### config.mk
export PLATFORM = sky130hd
export DESIGN_NAME = button_press_classifier
export DESIGN_NICKNAME = d
export VERILOG_FILES = /design/src/rtl/btn_pkg.sv /design/src/rtl/tick_counter.sv /design/src/rtl/button_press_classifier.sv
export SDC_FILE = /design/constraint.sdc
export NUM_CORES = 1
export LEC_CHECK = 0
export BUFFER_PORTS_ARGS = -buffer_cell sky130_fd_sc_hd__buf_2
export CAP_MARGIN = 10
export CORE_MARGIN = 2
export CORE_UTILIZATION = 59
export DETAILED_ROUTE_END_ITERATION = 10
export PLACE_DENSITY = 0.8
export SYNTH_ARGS = -nofsm -noshare
export SYNTH_HDL_FRONTEND = slang
export SYNTH_SLANG_ARGS = --single-unit
### constraint.sdc
create_clock -name clk -period 2.6 [get_ports clk]
set_input_delay 0.52 -clock clk [delete_from_list [all_inputs] [get_ports clk]]
set_output_delay 0.52 -clock clk [all_outputs]
set_load 0.01 [all_outputs]
### src/rtl/btn_pkg.sv
// Shared types and default timing for the button gesture classifier.
package btn_pkg;

    // Classifier FSM states; the encoding is visible on state_o for debug.
    typedef enum logic [2:0] {
        IDLE     = 3'd0,
        PRESSED  = 3'd1,
        HELD     = 3'd2,
        WAIT_GAP = 3'd3,
        SECOND   = 3'd4
    } btn_state_t;

    // Default tick counts for a 12 MHz board clock.
    localparam int DEFAULT_CNT_WIDTH    = 24;
    localparam int DEFAULT_LONG_TICKS   = 12_000_000;  // 1.0 s
    localparam int DEFAULT_GAP_TICKS    = 6_000_000;   // 0.5 s
    localparam int DEFAULT_REPEAT_TICKS = 3_000_000;   // 0.25 s

    // True when a tick count is non-zero and fits in a counter of the given width.
    function automatic bit ticks_in_range(input longint ticks, input int width);
        return (ticks >= 1) && (ticks <= ((longint'(1) << width) - 1));
    endfunction

endpackage

### src/rtl/tick_counter.sv
// Free-running up-counter with synchronous clear and an equality flag
// against a limit that the owner may change from cycle to cycle.
module tick_counter #(
    parameter int CNT_WIDTH = 24
) (
    input  logic                 clk,
    input  logic                 arst_n,
    input  logic                 clear,
    input  logic [CNT_WIDTH-1:0] limit,
    output logic                 hit
);

    logic [CNT_WIDTH-1:0] count;

    // Count up every cycle; clear or reset forces the count back to zero.
    always_ff @(posedge clk) begin
        if (!arst_n || clear) begin
            count <= '0;
        end else begin
            count <= count + 1'b1;
        end
    end

    assign hit = (count == limit);

endmodule

### src/rtl/button_press_classifier.sv
// Classifies debounced press/release strobes into short, long, repeat and
// double press gestures, each delivered as a registered one-cycle pulse.
module button_press_classifier
    import btn_pkg::*;
#(
    parameter int CNT_WIDTH    = DEFAULT_CNT_WIDTH,
    parameter int LONG_TICKS   = DEFAULT_LONG_TICKS,
    parameter int GAP_TICKS    = DEFAULT_GAP_TICKS,
    parameter int REPEAT_TICKS = DEFAULT_REPEAT_TICKS
) (
    input  logic       clk,
    input  logic       arst_n,
    input  logic       sw_down_i,
    input  logic       sw_up_i,
    output logic       short_press_o,
    output logic       long_press_o,
    output logic       repeat_o,
    output logic       double_press_o,
    output logic       hold_o,
    output logic [2:0] state_o
);

    // Refuse to elaborate with tick counts the counter cannot represent.
    if (!ticks_in_range(LONG_TICKS, CNT_WIDTH)) begin : g_bad_long
        $error("LONG_TICKS must be in 1 .. 2**CNT_WIDTH-1");
    end
    if (!ticks_in_range(GAP_TICKS, CNT_WIDTH)) begin : g_bad_gap
        $error("GAP_TICKS must be in 1 .. 2**CNT_WIDTH-1");
    end
    if (!ticks_in_range(REPEAT_TICKS, CNT_WIDTH)) begin : g_bad_repeat
        $error("REPEAT_TICKS must be in 1 .. 2**CNT_WIDTH-1");
    end

    // The counter starts at 0 on the edge that enters a state, so the
    // threshold test is against ticks-1 to land exactly ticks edges later.
    localparam logic [CNT_WIDTH-1:0] LONG_LIMIT   = CNT_WIDTH'(LONG_TICKS - 1);
    localparam logic [CNT_WIDTH-1:0] GAP_LIMIT    = CNT_WIDTH'(GAP_TICKS - 1);
    localparam logic [CNT_WIDTH-1:0] REPEAT_LIMIT = CNT_WIDTH'(REPEAT_TICKS - 1);

    btn_state_t           state_q;
    btn_state_t           state_next;
    logic                 press_evt;
    logic                 release_evt;
    logic                 cnt_hit;
    logic                 cnt_clear;
    logic [CNT_WIDTH-1:0] cnt_limit;
    logic                 long_fire;
    logic                 repeat_fire;
    logic                 short_fire;
    logic                 double_fire;
    logic                 double_pending;

    // Simultaneous press and release strobes are contradictory and dropped.
    assign press_evt   = sw_down_i & ~sw_up_i;
    assign release_evt = sw_up_i & ~sw_down_i;

    // Pick the threshold that matters in the current state.
    always_comb begin
        cnt_limit = '0;
        unique case (state_q)
            PRESSED:  cnt_limit = LONG_LIMIT;
            HELD:     cnt_limit = REPEAT_LIMIT;
            WAIT_GAP: cnt_limit = GAP_LIMIT;
            default:  cnt_limit = '0;
        endcase
    end

    tick_counter #(
        .CNT_WIDTH (CNT_WIDTH)
    ) u_tick_counter (
        .clk    (clk),
        .arst_n (arst_n),
        .clear  (cnt_clear),
        .limit  (cnt_limit),
        .hit    (cnt_hit)
    );

    // Next-state and gesture decisions; strobes are tested before the
    // counter so a strobe on a threshold edge always wins.
    always_comb begin
        state_next  = state_q;
        long_fire   = 1'b0;
        repeat_fire = 1'b0;
        short_fire  = 1'b0;
        double_fire = 1'b0;
        unique case (state_q)
            IDLE: begin
                if (press_evt) begin
                    state_next = PRESSED;
                end
            end
            PRESSED: begin
                if (release_evt) begin
                    state_next = WAIT_GAP;
                end else if (cnt_hit) begin
                    long_fire  = 1'b1;
                    state_next = HELD;
                end
            end
            HELD: begin
                if (release_evt) begin
                    state_next = IDLE;
                end else if (cnt_hit) begin
                    repeat_fire = 1'b1;
                end
            end
            WAIT_GAP: begin
                if (press_evt) begin
                    state_next = SECOND;
                end else if (cnt_hit) begin
                    short_fire = 1'b1;
                    state_next = IDLE;
                end
            end
            SECOND: begin
                if (release_evt) begin
                    double_fire = 1'b1;
                    state_next  = IDLE;
                end
            end
            default: begin
                state_next = IDLE;
            end
        endcase
    end

    // Restart timing on every state change and every repeat tick; states
    // that do not time anything keep the counter parked at zero.
    assign cnt_clear = (state_next != state_q) || repeat_fire ||
                       (state_q == IDLE) || (state_q == SECOND);

    // State register.
    always_ff @(posedge clk) begin
        if (!arst_n) begin
            state_q <= IDLE;
        end else begin
            state_q <= state_next;
        end
    end

    // Registered gesture pulses; the double press and the hold release are
    // delivered one edge after the release that caused them.
    always_ff @(posedge clk) begin
        if (!arst_n) begin
            short_press_o  <= 1'b0;
            long_press_o   <= 1'b0;
            repeat_o       <= 1'b0;
            double_pending <= 1'b0;
            double_press_o <= 1'b0;
            hold_o         <= 1'b0;
        end else begin
            short_press_o  <= short_fire;
            long_press_o   <= long_fire;
            repeat_o       <= repeat_fire;
            double_pending <= double_fire;
            double_press_o <= double_pending;
            hold_o         <= long_fire || (state_q == HELD);
        end
    end

    assign state_o = state_q;

endmodule

Yosys cells after proc, flatten, opt, wreduce, memory -nomap -nowiden. Cells that the tools add are included.

Bits of input ports: 4. Flip-flop bits (word level): 33. Word-level logic and storage cells: 44. Output and inout port bits: 8.

Reductions and logical operators: 10. Equality and inequality tests: 6. $add $sub $neg: 1. Muxes and demuxes: 13. Bitwise operators: 6.

Operators by type and width (number): one-hot mux 24 bit (3 select lines) (1); adder 24 x 1 -> 24 bit, second input constant (1); equality test 24 bit (1); 2-to-1 mux 3 bit (6); one-hot mux 3 bit (4 select lines) (1); equality test 3 x 2 -> 1 bit, second input constant (2); logical OR 1 bit (5); 2-to-1 mux 1 bit (5); NOT 1 bit (4); equality test 3 x 1 -> 1 bit, second input constant (1); equality test 3 bit, second input constant (1); zero test 3 bit (1); inequality test 3 bit (1); OR reduction 3 bit (1); AND 1 bit (2); AND reduction 2 bit (1); OR reduction 2 bit (1); zero test 1 bit (1).

Longest topological paths before layout. Gate-level depths: netlist of run 1.

Depth after elaboration: 11. Depth in mapped cells: 7.

By module. A second synthesis of run 1 with hierarchy kept.

Cell total of the unflattened synthesis: 212. Area total of the unflattened synthesis: 1785.5 µm².

Modules (own cells, without submodules): tick_counter (cells an instance 159, instances 1, area an instance 1343.8 µm²); button_press_classifier (cells an instance 53, instances 1, area an instance 441.7 µm²).

Worst setup path after synthesis of run 1. OpenSTA, ideal clock, no wires.

Path kind: reg-to-reg. Start: register state_q[1], in the netlist state_o[1]. End: register u_tick_counter.count[11]. Required time: 2.463 ns. Cell stages (with the launch flop): 7. Data arrival time: 1.832 ns. Path slack: 0.632 ns. Path buffers: 1. Path through: dfxtp_1 -> nor2b_1 -> or4_1 -> a221oi_4 -> o2111a_4 -> buf_8 -> nor3_1.

Word-level cells in the longest chain between the ends: 11.

Ends and longest elaborated chain: start: declaration (RTL line button_press_classifier.sv:40) `btn_state_t state_q;`; start signal: assignment (RTL line button_press_classifier.sv:137) `state_q <= state_next;`; equality test 3 x 2 -> 1 bit or equality test 3 x 1 -> 1 bit (tied branches) (RTL line button_press_classifier.sv:60, button_press_classifier.sv:86); one-hot mux 24 bit (3 select lines) (RTL line button_press_classifier.sv:60) `unique case (state_q)`; equality test 24 bit (RTL line tick_counter.sv:24) `assign hit = (count == limit);`; 2-to-1 mux 3 bit (on tied branches) (RTL line button_press_classifier.sv:110, button_press_classifier.sv:95); 2-to-1 mux 3 bit (on tied branches) (RTL line button_press_classifier.sv:108, button_press_classifier.sv:93); one-hot mux 3 bit (4 select lines) (RTL line button_press_classifier.sv:86) `unique case (state_q)`; inequality test 3 bit (RTL line button_press_classifier.sv:129) `assign cnt_clear = (state_next != state_q) || repeat_fire ||`; logical OR 1 bit (2 in series) (RTL line button_press_classifier.sv:129); logical OR 1 bit * (RTL line button_press_classifier.sv:130) `(state_q == IDLE) || (state_q == SECOND);`; logical OR 1 bit * (RTL line tick_counter.sv:17) `if (!arst_n || clear) begin`; end signal: assignment (RTL line tick_counter.sv:20) `count <= count + 1'b1;`; end: declaration (RTL line tick_counter.sv:13) `logic [CNT_WIDTH-1:0] count;`.

Mark *: on every way between the ends. The rest lies on a longest branch, timed or not. A chain may end at the register's enable or synchronous reset.

Final worst setup path of run 1.
Start: register state_q[2], in the netlist state_o[2]. End: register u_tick_counter.count[19].

The elaborated chain is that of the path after synthesis.

==> results of run 1 <==
metal layers:
metal / vias up / routed length (um)
met5: - / 0
met1: 730 / 1640
li1: 744 / -
met3: 8 / 232
met2: 45 / 1780
met4: 0 / 63
synthesized netlist by cell type (2+ instances only):
| cell type | n |
|---|---|
| a21oi_1 | 3 |
| nor3_2 | 5 |
| and2_1 | 2 |
| nand3_1 | 14 |
| o21ai_0 | 4 |
| nor4_1 | 7 |
| a32oi_1 | 2 |
| or4_1 | 3 |
| and4_2 | 2 |
| and3_1 | 6 |
| nand4_1 | 7 |
| xnor2_1 | 8 |
| nand2b_1 | 3 |
| nor3_1 | 20 |
| nand2_1 | 9 |
| xor2_1 | 15 |
| and4_1 | 3 |
| or3_1 | 3 |
| nor2b_1 | 9 |
| nor2_1 | 9 |
| dfxtp_1 | 33 |
| clkbuf_1 | 7 |
cell families after synthesis:
| group | share of synthesized area (%) |
|---|---|
| simple gates | 36.8 |
| buf+inv | 3.25 |
| compound gates | 8.61 |
| flops | 37.3 |
| mux | 2.05 |
| fa+ha+maj | 0.706 |
| xor+xnor | 11.4 |
power breakdown:
| part | total (uW) | switching, uW | internal (uW) | leakage, uW |
|---|---|---|---|---|
| Sequential | 552 | 27.3 | 525 | 0.000266 |
| Clock | 269 | 167 | 103 | 0.0000320 |
| Combinational | 458 | 287 | 171 | 0.000378 |
| Total | 1280 | 480 | 799 | 0.000676 |
final timing paths:
| kind | end | startpoint | cells past startpoint | slack [ns] |
|---|---|---|---|---|
| hold reg to reg | double_press_o$_SDFF_PN0_ | double_pending$_SDFF_PN0_ | 1 | 0.45 |
| setup / recovery | u_tick_counter.count[19]$_SDFF_PP0_ | state_o[2]$_SDFF_PN0_ | 5 | 0.29 |
| hold / removal | double_press_o$_SDFF_PN0_ | arst_n | 2 | 0.45 |
| setup reg to reg | u_tick_counter.count[19]$_SDFF_PP0_ | state_o[2]$_SDFF_PN0_ | 5 | 0.29 |
flip-flops by register name, summed over array words and instances, names as in the netlist:
| signal | count |
|---|---|
| state_o | 3 |
| hold_o | 1 |
| double_press_o | 1 |
| repeat_o | 1 |
| long_press_o | 1 |
| u_tick_counter.count | 24 |
| short_press_o | 1 |
| double_pending | 1 |
cells in the final DEF (no fill, tap or decap), types with 2 or more instances in the layout:
cell type   n
a21oi_1     3
xor2_1     15
clkinv_2    2
buf_2      11
o21ai_0     4
nand4_1     7
xnor2_1     8
or4_1       3
nor3_1     20
and2_1      2
nor4_1      7
nor3_2      5
buf_4       3
or3_1       3
and4_1      3
and3_1      6
clkbuf_4    5
nor2_1      9
nand2_1     9
and4_2      2
dfxtp_1    33
nand3_1    14
nand2b_1    3
a32oi_1     2
nor2b_1     9
critical path: stages, from the launching register on:
cell      delay, ns
dfxtp_1        0.56
nor2b_1        0.18
or4_1          0.49
a221oi_4       0.38
o2111a_4       0.47
nor3_1         0.10
metrics by stage:
stage          total power (uW)  setup slack, ns  hold WS (ns)  area, um2
2_1_floorplan               947            0.632         0.412       1770
3_3_place_gp                995            0.452         0.425       1840
3_5_place_dp               1020            0.328         0.432       1840
4_1_cts                    1290            0.299         0.445       1890
5_1_grt                    1360            0.110         0.436       1890
6_report                   1280            0.289         0.447       1890
final cells by class:
class / count / area [um2]
Clock buffer: 6 / 41.3
Clock inverter: 2 / 10.0
Fill cell: 248 / 918
Multi-Input combinational cell: 153 / 1060
Sequential cell: 33 / 661
Tap cell: 31 / 38.8
Timing Repair Buffer: 14 / 77.6
==> flow_summary.toml, run 1 <==
[outcome]
status = "completed"

[routing]
ant_nets = 0
wirelength_um = 3720
first_pass_iters = 4
vias = 1527
drc = 0
wire_per_inst_um = 15.6
viasPerCell = 6.39
drt-initial-drc-count = 80

[sta]
hold_viol = 0
setup_viol = 0
worstMarginPinSlew_ns = 0.626
fin_crit_ns = 2.31
worst_clock_skew_ns = 0.0101
slew_viol_final = 0
rsz0062_at_grt = "false"
final.period_utilization_pct = 88.9
fin_tns_setup_ns = 0
clock.fmax_mhz = 433
relSlewSlack_pct = 58.1

[yosys]
synth_ff_type = "dfxtp_1"
syn-instance-count = 196
yosys.area.top_type = "dfxtp_1"
synth_async_sr_flop_share_pct = 0
synth_nets = 201
avgSynthCellArea_um2 = 9.05
yosysSeqAreaShare_pct = 37.3
synth-edff-count = 0
synth_cell_types = 44
yosysWarnings = 0
ys_ff_latch = 33
syn-cell-area_um2 = 1770
yosysTopAreaCellShare_pct = 37.3
synth_area_leaders = "dfxtp_1, xor2_1, nor3_1"

[grt]
overflow = 0
grt_pass1_wl_um = 6580
antenna_found_initial = 0
busiest_layer = "met2"
use_met1_pct = 30.0
met2_usage_pct = 40.5
grt_max_degree = 25
grt.total_usage_pct = 24.6
grt_pass1_vias = 1497
use_met3_pct = 6.59

[critical_path]
cp.arrival_ns = 2.52
cp-start-kind = "flip-flop"
cp_max_fo = 24
required_ns = 2.80
critical_path_class = "reg -> reg"
endpoint_kind = "flip-flop"

[floorplan]
die_h_um = 58.8
initial_core_util_pct = 63.2
rows = 19
die_w_um = 58.8
core_um2 = 2810
dieArea_um2 = 3460
io_pins = 12

[final_layout]
nets = 212
syn_to_final_growth_pct = 6.42
drive_gt1_share_pct = 17.8
fin_util_pct = 67.3
instances_no_fill = 239
diodes = 0

[cts]
post-cts-setup-buffer-count = 0
cts_root_buf = "clkbuf_4"
insertion_delay_ns = 0.33
cts.repair.resized = 0
cts.sinks = 33
cts_tree = "done"
cts.clk_slew.worst_paths_ns = 0.10
clock_path_buffers = 2
cts-htree-levels = 2
cts_buffers = 5
hold_buffers = 0

[worst_hold_path]
hold_class = "in -> reg"

[placement]
place.gp.congestion = 0.924
dpl.hpwl_um = 2570
post-place-cells = 231
portBuffers = 11

[pwr]
p_per_area_nw_per_um2 = 678
ir_drop_v = 0.000414
p_leak_uw = 0.000676

[run]
maxCapViolations = 0
Power figures use the tool's default switching activity.
==> run 2, diff against run 1 <==
--- a/config.mk
+++ b/config.mk
@@ -11,6 +11,7 @@
 export CORE_UTILIZATION = 59
 export DETAILED_ROUTE_END_ITERATION = 10
 export PLACE_DENSITY = 0.8
+export REMOVE_ABC_BUFFERS = 1
 export SYNTH_ARGS = -nofsm -noshare
 export SYNTH_HDL_FRONTEND = slang
 export SYNTH_SLANG_ARGS = --single-unit
==> run 2 against run 1 <==
Effect of this change: the run now ends with DRC left; critical path depth unchanged; setup slack improved by 0.023 ns; global-route usage decreased by 0.24 points; wire length increased by 0.62%; clock skew increased by 0.0040 ns; cell area decreased by 0.33%; via count decreased by 0.65%; first-iteration DRC count increased by 8.8%; critical path type unchanged; largest power group unchanged; highest routed layer unchanged.
==> flow_summary.toml, run 2 (synthesis gave the netlist of run 1 again) <==
[sta]
final.period_utilization_pct = 88.0
fin_crit_ns = 2.29
hold_viol = 0
setup_viol = 0
worst_clock_skew_ns = 0.0141
worstMarginPinSlew_ns = 0.630
relSlewSlack_pct = 57.8
worst_slack_ns = 0.312
hold_slack_ns = 0.432
clock.fmax_mhz = 437
slew_viol_final = 0
fin_tns_setup_ns = 0
rsz0062_at_grt = "false"

[floorplan]
die_h_um = 58.8
initial_core_util_pct = 63.2
core_um2 = 2810
io_pins = 12
die_w_um = 58.8
rows = 19
dieArea_um2 = 3460

[routing]
wl_met1_um = 1710
ant_nets = 0
dr_wl_met3_um = 161
highest_layer = "met4"
wire_per_inst_um = 15.7
drc = 2
vias = 1517
drt-initial-drc-count = 87
viasPerCell = 6.35
first_pass_iters = 7
wirelength_um = 3740
dr_wl_met2_um = 1800

[outcome]
violations = "DRC"
status = "finished, violations left"

[pwr]
pwr-share-clk_pct = 21.8
power.total_uw = 1270
ir_drop_v = 0.000326
seqPwrFrac_pct = 44.5
sw_frac_of_total_pct = 37.5
p_leak_uw = 0.000670
p_switching_uw = 478
p_per_area_nw_per_um2 = 678
comb_power_share_pct = 33.8
p_int_uw = 797

[cts]
clock_path_buffers = 2
hold_buffers = 0
cts_buffers = 5
cts.repair.resized = 0
cts-htree-levels = 2
post-cts-setup-buffer-count = 0
insertion_delay_ns = 0.34
cts.sinks = 33
cts_root_buf = "clkbuf_4"
cts.clk_slew.worst_paths_ns = 0.11
cts_tree = "done"

[grt]
grt_pass1_wl_um = 6420
antenna_found_initial = 0
grt_pass1_vias = 1477
grt.total_usage_pct = 24.4
overflow = 0
grt_max_degree = 25

[critical_path]
critical_path_class = "reg -> reg"
cp-start-kind = "flip-flop"
cp.arrival_ns = 2.51
r2r-end = "u_tick_counter.count[7]$_SDFF_PP0_"
r2r-start = "state_o[1]$_SDFF_PN0_"
ff2ff_path_depth = 5
cp_max_fo = 24
reg2reg_slack_ns = 0.31
endpoint_kind = "flip-flop"
required_ns = 2.82

[placement]
dpl_cell_area_um2 = 1830
place.gp.congestion = 0.854
portBuffers = 11
dpl.hpwl_um = 2580
preCtsSetupSlack_ns = 0.361

[final_layout]
largest_register = "u_tick_counter.count"
largest_reg_flops = 24
diodes = 0
final.fill_count = 250
syn_to_final_growth_pct = 6.07
drive_gt1_share_pct = 16.3
layout_common_cells = "dfxtp_1, nor3_1, xor2_1"
finish.instance_area_um2 = 1880
nets = 212
final_common_cell = "dfxtp_1"

[worst_hold_path]
min_to = "double_press_o$_SDFF_PN0_"
holdPathStages = 2
min_from = "arst_n"
hold_class = "in -> reg"

[run]
maxCapViolations = 0
## run 2: metrics by stage
stage                     utilization [%]  instances
after floorplan                         -        186
after detailed placement             65.3        231
final                                67.0        239
after global placement               65.3        231
after CTS                            67.0        239
after global routing                 67.0        239
## run 2: worst max path at each step
stage	from	endpoint	slack (ns)	depth (start not counted)
2_1_floorplan	sw_up_i	u_tick_counter.count[11]$_SDFF_PP0_	0.40	4
3_3_place_gp	state_o[1]$_SDFF_PN0_	u_tick_counter.count[1]$_SDFF_PP0_	0.45	5
3_5_place_dp	state_o[1]$_SDFF_PN0_	u_tick_counter.count[7]$_SDFF_PP0_	0.36	5
4_1_cts	state_o[1]$_SDFF_PN0_	u_tick_counter.count[7]$_SDFF_PP0_	0.34	5
5_1_grt	state_o[1]$_SDFF_PN0_	u_tick_counter.count[20]$_SDFF_PP0_	0.17	5
6_report	state_o[1]$_SDFF_PN0_	u_tick_counter.count[7]$_SDFF_PP0_	0.31	5
## run 2: power by group through the flow
stage	clock network (uW)	logic [uW]	registers, uW
after floorplan	0	323	577
after global placement	0	410	574
after detailed placement	0	425	577
after CTS	279	427	566
after global routing	296	466	571
final	278	430	567
## run 2: worst max-delay path, stage by stage, from the launching register on
cell	delay, ns
dfxtp_1	0.62
nor2b_1	0.40
nand4_1	0.20
a221oi_4	0.37
o2111a_4	0.47
nor3_1	0.10
## run 2: final cells by class
class	count	area [um2]	share of cell area [%]
flip-flops and latches	33	661	35.1
multi-input cells	153	1050	56.1
well taps	31	38.8	2.06
repair buffers	14	77.6	4.13
clock buffers	8	48.8	2.59
## run 2: layer usage
layer  up-vias  track usage [%]
met4         0             14.0
met2        36             41.0
met3         8             4.62
met5         -                0
met1       729             28.8
li1        744                -
==> run 3, diff against run 2 <==
--- a/config.mk
+++ b/config.mk
@@ -8,9 +8,10 @@
 export BUFFER_PORTS_ARGS = -buffer_cell sky130_fd_sc_hd__buf_2
 export CAP_MARGIN = 10
 export CORE_MARGIN = 2
-export CORE_UTILIZATION = 59
+export CORE_UTILIZATION = 60
+export CTS_BUF_LIST = sky130_fd_sc_hd__clkbuf_4
 export DETAILED_ROUTE_END_ITERATION = 10
-export PLACE_DENSITY = 0.8
+export PLACE_DENSITY = 0.81
 export REMOVE_ABC_BUFFERS = 1
 export SYNTH_ARGS = -nofsm -noshare
 export SYNTH_HDL_FRONTEND = slang
==> run 3 against run 2 <==
Effect of this change: the run now ends clean; critical path type unchanged; core utilization is 0.84 points higher; sequential power hardly changed; final cell count is 0.42% lower; first-iteration DRC count is 5.7% lower; wire length is 5.3% lower; register-to-register slack better by 0.02 ns.
==> flow_summary.toml, run 3 (synthesis gave the netlist of run 1 again) <==
[outcome]
status = "completed"

[final_layout]
final_common_cell = "dfxtp_1"
largest_reg_flops = 24
syn_to_final_growth_pct = 6.49
finish.instance_area_um2 = 1890
instances_no_fill = 238
largest_register = "u_tick_counter.count"
fin_util_pct = 67.9
layout_common_cells = "dfxtp_1, nor3_1, xor2_1"
diodes = 0
nets = 211
drive_gt1_share_pct = 17.9

[grt]
use_met1_pct = 28.7
use_met3_pct = 7.47
grt_pass1_vias = 1386
met2_usage_pct = 38.0
grt.total_usage_pct = 23.8
grt_max_degree = 25
busiest_layer = "met2"
overflow = 0
grt_pass1_wl_um = 6110
antenna_found_initial = 0

[floorplan]
initial_core_util_pct = 63.7
dieArea_um2 = 3410
die_h_um = 58.4
rows = 19
die_w_um = 58.4
core_um2 = 2780
io_pins = 12

[cts]
cts.clk_slew.worst_paths_ns = 0.09
cts-htree-levels = 2
insertion_delay_ns = 0.33
cts_root_buf = "clkbuf_4"
cts_tree = "done"
cts_buffers = 5
cts.repair.resized = 0
post-cts-setup-buffer-count = 0
clock_path_buffers = 2
cts.sinks = 33
hold_buffers = 0

[placement]
dpl_cell_area_um2 = 1830
dpl.hpwl_um = 2510
preCtsSetupSlack_ns = 0.341
post-place-cells = 230
place.gp.congestion = 0.830
portBuffers = 11

[sta]
clock.fmax_mhz = 442
setup_viol = 0
hold_viol = 0
rsz0062_at_grt = "false"
final.period_utilization_pct = 87.1
worst_slack_ns = 0.336
fin_tns_setup_ns = 0
worstMarginPinSlew_ns = 0.588
relSlewSlack_pct = 60.6
fin_crit_ns = 2.26
slew_viol_final = 0
worst_clock_skew_ns = 0.00698

[routing]
viasPerCell = 6.17
wire_per_inst_um = 14.9
vias = 1468
drt-initial-drc-count = 82
first_pass_iters = 4
wirelength_um = 3540
ant_nets = 0
drc = 0

[critical_path]
critical_path_class = "reg -> reg"
cp_max_fo = 24
endpoint_kind = "flip-flop"
cp.arrival_ns = 2.48
cp-start-kind = "flip-flop"
required_ns = 2.81

[pwr]
p_per_area_nw_per_um2 = 685
ir_drop_v = 0.000609
p_leak_uw = 0.000675

[run]
maxCapViolations = 0

[worst_hold_path]
hold_class = "reg -> reg"
[run 3: cell count changes in the layout (fill, tap and decap cells not counted), sizes merged]
cell	delta
buf	-1
[run 3: worst paths after layout]
kind                                           startpoint                                  end  slack (ns)  cells past startpoint
worst min register to register  double_pending$_SDFF_PN0_            double_press_o$_SDFF_PN0_        0.44                      1
worst min-delay path            double_pending$_SDFF_PN0_            double_press_o$_SDFF_PN0_        0.44                      1
worst max register to register      state_o[2]$_SDFF_PN0_  u_tick_counter.count[13]$_SDFF_PP0_        0.34                      5
worst max-delay path                state_o[2]$_SDFF_PN0_  u_tick_counter.count[13]$_SDFF_PP0_        0.34                      5
[run 3: layout make-up]
| type | count | area, um2 |
|---|---|---|
| repair buffers | 13 | 70.1 |
| clock buffers | 8 | 60.1 |
| multi-input cells | 153 | 1060 |
| well taps | 31 | 38.8 |
| fillers | 238 | 893 |
| flip-flops and latches | 33 | 661 |
[run 3: worst max-delay path, stage by stage (launching register included)]
cell,delay (ns)
dfxtp_1,0.54
nor2b_1,0.18
or4_1,0.48
a221oi_4,0.38
o2111a_4,0.46
nor3_1,0.10
[run 3: metal layers]
layer	routed length, um	vias up
met5	0	-
met4	104	0
met3	163	8
met2	1610	35
met1	1660	681
li1	-	744
[run 3: report_power, final]
group          internal (uW)  switching [uW]  total, uW
Sequential               525            41.2        566
Combinational            165             264        429
Clock                    139             159        298
[run 3: metrics by stage]
stage / hold slack [ns] / total power (uW)
floorplan: 0.412 / 901
global placement: 0.422 / 987
detailed placement: 0.419 / 1000
CTS: 0.435 / 1310
global route: 0.449 / 1370
finish: 0.437 / 1290
